## src/rtl/cl2_pl_exu_regfile_mp.sv

```systemverilog
// Multi-port integer register file for the CL2 EXU. It has an optional
// write-to-read bypass and a per-register busy scoreboard for RAW detection.
module cl2_pl_exu_regfile_mp #(
  parameter int unsigned XLEN      = 32,
  parameter int unsigned NUM       = 32,
  parameter int unsigned IDXW      = $clog2(NUM),
  parameter int unsigned NRD       = 2,
  parameter int unsigned NWR       = 1,
  parameter int unsigned BYPASS_EN = 1
) (
  input  logic                 clk_i,
  input  logic                 rst_n_i,
  input  logic                 tm_i,
  input  logic [NRD*IDXW-1:0]  rd_idx_i,
  output logic [NRD*XLEN-1:0]  rd_dat_o,
  output logic [NRD-1:0]       rd_busy_o,
  input  logic [NWR-1:0]       wr_en_i,
  input  logic [NWR*IDXW-1:0]  wr_idx_i,
  input  logic [NWR*XLEN-1:0]  wr_dat_i,
  input  logic                 set_en_i,
  input  logic [IDXW-1:0]      set_idx_i,
  input  logic                 flush_i,
  output logic [NUM-1:0]       busy_vec_o,
  output logic [IDXW:0]        busy_cnt_o
);

  logic [XLEN-1:0] regs [NUM];
  logic [NUM-1:0]  busy_q;
  logic [NUM-1:0]  busy_nxt;
  logic [IDXW:0]   cnt_q;

  logic [IDXW-1:0] wr_idx [NWR];
  logic [XLEN-1:0] wr_dat [NWR];
  logic [NWR-1:0]  wr_act;

  // tm_i is a DFT hook with no functional use.
  logic unused_tm;
  assign unused_tm = tm_i;

  for (genvar w = 0; w < NWR; w++) begin : g_wr_unpack
    assign wr_idx[w] = wr_idx_i[w*IDXW +: IDXW];
    assign wr_dat[w] = wr_dat_i[w*XLEN +: XLEN];
    assign wr_act[w] = wr_en_i[w] && (wr_idx_i[w*IDXW +: IDXW] != '0);
  end

  function automatic logic [IDXW:0] popcount(input logic [NUM-1:0] v);
    logic [IDXW:0] c;
    c = '0;
    for (int i = 0; i < NUM; i++) c = c + {{IDXW{1'b0}}, v[i]};
    return c;
  endfunction

  // NOTE: this array has an asynchronous reset so that every register reads 0
  // after reset. That stops it mapping to RAM. Reset is required here.
  // Ports are walked in ascending order, so the highest port's
  // non-blocking write is the one that lands when indices collide.
  always_ff @(posedge clk_i or negedge rst_n_i) begin
    if (!rst_n_i) begin
      for (int r = 0; r < NUM; r++) regs[r] <= '0;
    end else begin
      for (int w = 0; w < NWR; w++) begin
        if (wr_act[w]) regs[wr_idx[w]] <= wr_dat[w];
      end
    end
  end

  // Priority is flush > set > writeback clear. Set wins over clear because a
  // new producer can issue in the same cycle the old one retires.
  always_comb begin
    busy_nxt = busy_q;
    for (int w = 0; w < NWR; w++) begin
      if (wr_act[w]) busy_nxt[wr_idx[w]] = 1'b0;
    end
    if (set_en_i && (set_idx_i != '0)) busy_nxt[set_idx_i] = 1'b1;
    if (flush_i) busy_nxt = '0;
    busy_nxt[0] = 1'b0;
  end

  // NOTE: sequential state uses non-blocking assignments only. The count is
  // taken from busy_nxt, so it always agrees with busy_q.
  always_ff @(posedge clk_i or negedge rst_n_i) begin
    if (!rst_n_i) begin
      busy_q <= '0;
      cnt_q  <= '0;
    end else begin
      busy_q <= busy_nxt;
      cnt_q  <= popcount(busy_nxt);
    end
  end

  assign busy_vec_o = busy_q;
  assign busy_cnt_o = cnt_q;

  for (genvar p = 0; p < NRD; p++) begin : g_rd
    logic [IDXW-1:0] idx;
    logic [XLEN-1:0] dat;
    logic            bsy;

    assign idx = rd_idx_i[p*IDXW +: IDXW];

    // NOTE: every output gets a default first, so no latch is inferred.
    // Outputs are also gated with reset so a bypass hit cannot leak data
    // while reset is held.
    always_comb begin
      dat = regs[idx];
      bsy = busy_q[idx];
      if (BYPASS_EN != 0) begin
        for (int w = 0; w < NWR; w++) begin
          if (wr_act[w] && (wr_idx[w] == idx)) begin
            dat = wr_dat[w];
            bsy = 1'b0;
          end
        end
      end
      if (!rst_n_i) begin
        dat = '0;
        bsy = 1'b0;
      end
    end

    assign rd_dat_o[p*XLEN +: XLEN] = dat;
    assign rd_busy_o[p]             = bsy;
  end

endmodule

```

## config.mk

```make
export PLATFORM = sky130hd
export DESIGN_NAME = cl2_pl_exu_regfile_mp
export DESIGN_NICKNAME = d
export VERILOG_FILES = /design/src/rtl/cl2_pl_exu_regfile_mp.sv
export SDC_FILE = /design/constraint.sdc
export NUM_CORES = 2
export LEC_CHECK = 0
export ABC_AREA = 1
export CAP_MARGIN = 40
export CORE_UTILIZATION = 50
export CTS_CLUSTER_SIZE = 12
export DETAILED_ROUTE_END_ITERATION = 7
export PLACE_DENSITY_LB_ADDON = 0.08
export SLEW_MARGIN = 20
export SYNTH_ARGS = -nofsm -noshare
export SYNTH_HDL_FRONTEND = slang
export SYNTH_SLANG_ARGS = --single-unit
```

## constraint.sdc

```tcl
create_clock -name clk_i -period 11.3 [get_ports clk_i]
set_clock_uncertainty 0.15 [all_clocks]
set_input_delay 1.695 -clock clk_i [delete_from_list [all_inputs] [get_ports clk_i]]
set_output_delay 1.695 -clock clk_i [all_outputs]
set_load 0.005 [all_outputs]
```

==> impl_results.md <==
- Run status: complete, no violations
- Max-cap violations: 0
- Most frequent cells in the layout: nand2_1 (2123), nand3_1 (1084), dfrtp_1 (1061)
- Clk Latency, worst-skew pair: 0.73 ns
- Finished Core Util: a little under three fifths
- CTS Buf Count: 121
- Post-Route WL: between 200 and 250 mm
- Max frequency: around 120 MHz
- CP required: roughly 12 ns
- Vias per std cell: a little over 6
- Io pins: around 160
- Avg Inst Size Synth: 7.35 um^2
- Switching Share: 31.2%
- Worst reg2reg path depth: 18
- Root buffer cell: clkbuf_16
- Initial antenna violation count: 7
- Min-Delay Path Depth: 0
- Post-DP HPWL: 127 mm
- Post-Syn Nets: 8269
- Clk pwr share: 36.2%
- Power share of the combinational group: 19.9%
- Post-route DRC: 0
- Vias in the first global route: 53816
- # rows: 126
- Core area: 0.119 mm^2
- Setup TNS: 0 ns
- Worst slew pin tran: about 1.2 ns
- Longest Clk Path Bufs: 3
- Psw: 3520 uW
- CP Launch Type: input port
- Pwr Density: around 170 mW/mm^2
- Initial drt markers: 7438
- CTS tree: built
- IO Port Bufs: 159
- Tcrit/Tclk final: between 70% and 80%
- Grt total ovfl: 0
- Drt first pass iters: 6
- Die Width: 349 um
- Post-synth cell types: 33
- Worst hold path type: reg2reg
- Wire length per cell: 24.1 um
- Cell count after synthesis: ~8000
- CTS clock-pin slew for the worst setup and hold paths: 0.06 ns
- Largest net degree at the start of global routing: 231
- Crit. End Element: register
- Starting Density: 50.7%
- P_int: 7740 uW
- # Post-CTS Setup Buffers: 0
- Sequential Power Share: 43.9%
- Syn Std Cell Area: approximately 0.060 mm^2
- Most common cell after layout, fill and taps aside: nand2_1
- Layout area overhead: 10.7%
- Synthesis Warnings: 0
- CP Max Fanout: 30
- Share of layout cells above drive strength 1: 5.79%
- Setup violators final: 0
- Worst-case vdd ir drop: around 150 uV
- RSZ-0062 raised after global routing: no
- Post-synthesis sequential area ratio: 44.2%
- GRT Overall Usage: 37.4%
- First-pass GRT wire length: about 340 mm
- Num Clock Sinks: 1061
- Routability cong.: 0.891
- Final net count: a little under 8000
- Hold buffers post-CTS: 0
- Pins over their slew limit: 0
- Via count: 57905
- H-Tree Depth: 3
- Max_slew headroom: 19.3%
- Antenna Nets Post-Route: 0
- Register bit count reported by yosys: 1061
- Die span in y: 349 um
- Setup CP Type: in2reg
- Die area: 0.122 mm^2
- Crit path time final: 8.29 ns
- Leakage: 0.0301 uW
- Gates resized, CTS repair: 0
- Arrival time worst endpoint: 8.78 ns
- Hold Vio Cnt, Final: 0
==> power by group through the flow <==
stage / logic, uW / registers, uW / clock network, uW
2_1_floorplan: 1590 / 4890 / 0
3_3_place_gp: 2120 / 4960 / 0
3_5_place_dp: 2210 / 4990 / 0
4_1_cts: 2210 / 4930 / 4130
5_1_grt: 2550 / 5020 / 4270
6_report: 2240 / 4940 / 4080
==> path summary, 6_finish.rpt <==
path	slack, ns	start	endpoint
min in group asynchronous	0.72	rst_n_i	regs[298]$_DFFE_PN0P_
setup reg to reg	5.67	busy_vec_o[22]$_DFF_PN0_	busy_cnt_o[4]$_DFF_PN0_
max in group asynchronous	7.80	rst_n_i	regs[689]$_DFFE_PN0P_
hold / removal	0.24	regs[998]$_DFFE_PN0P_	regs[998]$_DFFE_PN0P_
hold reg to reg	0.24	regs[998]$_DFFE_PN0P_	regs[998]$_DFFE_PN0P_
setup / recovery	3.01	wr_idx_i[3]	busy_cnt_o[4]$_DFF_PN0_
==> cell usage after synthesis (all sizes together) <==
master,number,area share [%]
nand3,1084,9.0
clkbuf,416,2.6
nor3,11,0.18
dfrtp,1061,44
or2,28,0.29
o22ai,8,0.083
a22oi,1,0.012
clkinv,2,0.012
o21a,1,0.012
nand2,2145,13
conb,1,0.0062
a21oi,334,2.8
xnor2,6,0.087
a31oi,2,0.021
fa,23,0.77
o211ai,600,7.5
buf,389,3.3
o21ai,1246,10
xor2,4,0.058
inv,608,3.8
nand4,6,0.062
nor2,198,1.3
ha,7,0.15
==> metrics by stage <==
step	hold WS (ns)	power [uW]	setup WS [ns]	std cells	area (um^2)
global route	0.253	11800	2.66	9506	66600
floorplan	0.290	6480	3.98	8181	60100
finish	0.242	11300	3.01	9507	66600
detailed placement	0.228	7190	2.32	9271	62200
global placement	0.226	7090	2.25	9233	61300
CTS	0.242	11300	3.05	9495	66300
==> worst max-delay path, stage by stage <==
cell             delay, ns
clkdlybuf4s50_1       0.71
nor3_4                0.52
nand2_1               0.10
nand2_1               0.14
inv_2                 0.10
nand2_1               0.10
inv_2                 0.14
nand2_4               0.46
nand2_1               0.13
a21oi_1               0.26
fa_1                  0.45
inv_1                 0.10
fa_1                  0.43
inv_1                 0.08
fa_1                  0.41
inv_1                 0.09
fa_1                  0.46
fa_1                  0.48
fa_1                  0.51
inv_1                 0.05
fa_1                  0.41
fa_1                  0.48
a21oi_1               0.16
nor2_1                0.05
nor2_1                0.12
xnor2_1               0.12
==> sequential cells by signal, summed over array words and instances (netlist names) <==
register	cells
regs	1024
busy_vec_o	31
busy_cnt_o	6
==> layout make-up <==
| cell class | count | area, um^2 |
|---|---|---|
| Multi-Input combinational cell | 5705 | 28000 |
| Clock buffer | 185 | 3670 |
| Timing Repair Buffer | 304 | 3620 |
| Clock inverter | 39 | 445 |
| Tap cell | 1600 | 2000 |
| Sequential cell | 1061 | 26600 |
| Inverter | 610 | 2320 |
| Antenna cell | 3 | 7.51 |
| Fill cell | 11257 | 52000 |
==> cells by family after synthesis <==
| logic type | synth area share (%) |
|---|---|
| AOI/OAI and AO/OA | 20.8 |
| xor gates and xnor gates | 0.146 |
| adders and majority gates | 0.912 |
| buffers and inverters | 9.68 |
| DFF | 44.2 |
| other | 0.00624 |
| and+or+nand+nor | 24.3 |
==> routing by layer <==
metal / vias to the layer above / GRT usage (%) / part of all wire [%]
met5: - / 0 / 0.017
met4: 6 / 17.7 / 5.1
met3: 595 / 6.47 / 10
met2: 3153 / 57.4 / 44
met1: 27536 / 51.2 / 41
li1: 26615 / - / -
No activity file was read; power rests on OpenSTA's default activity.
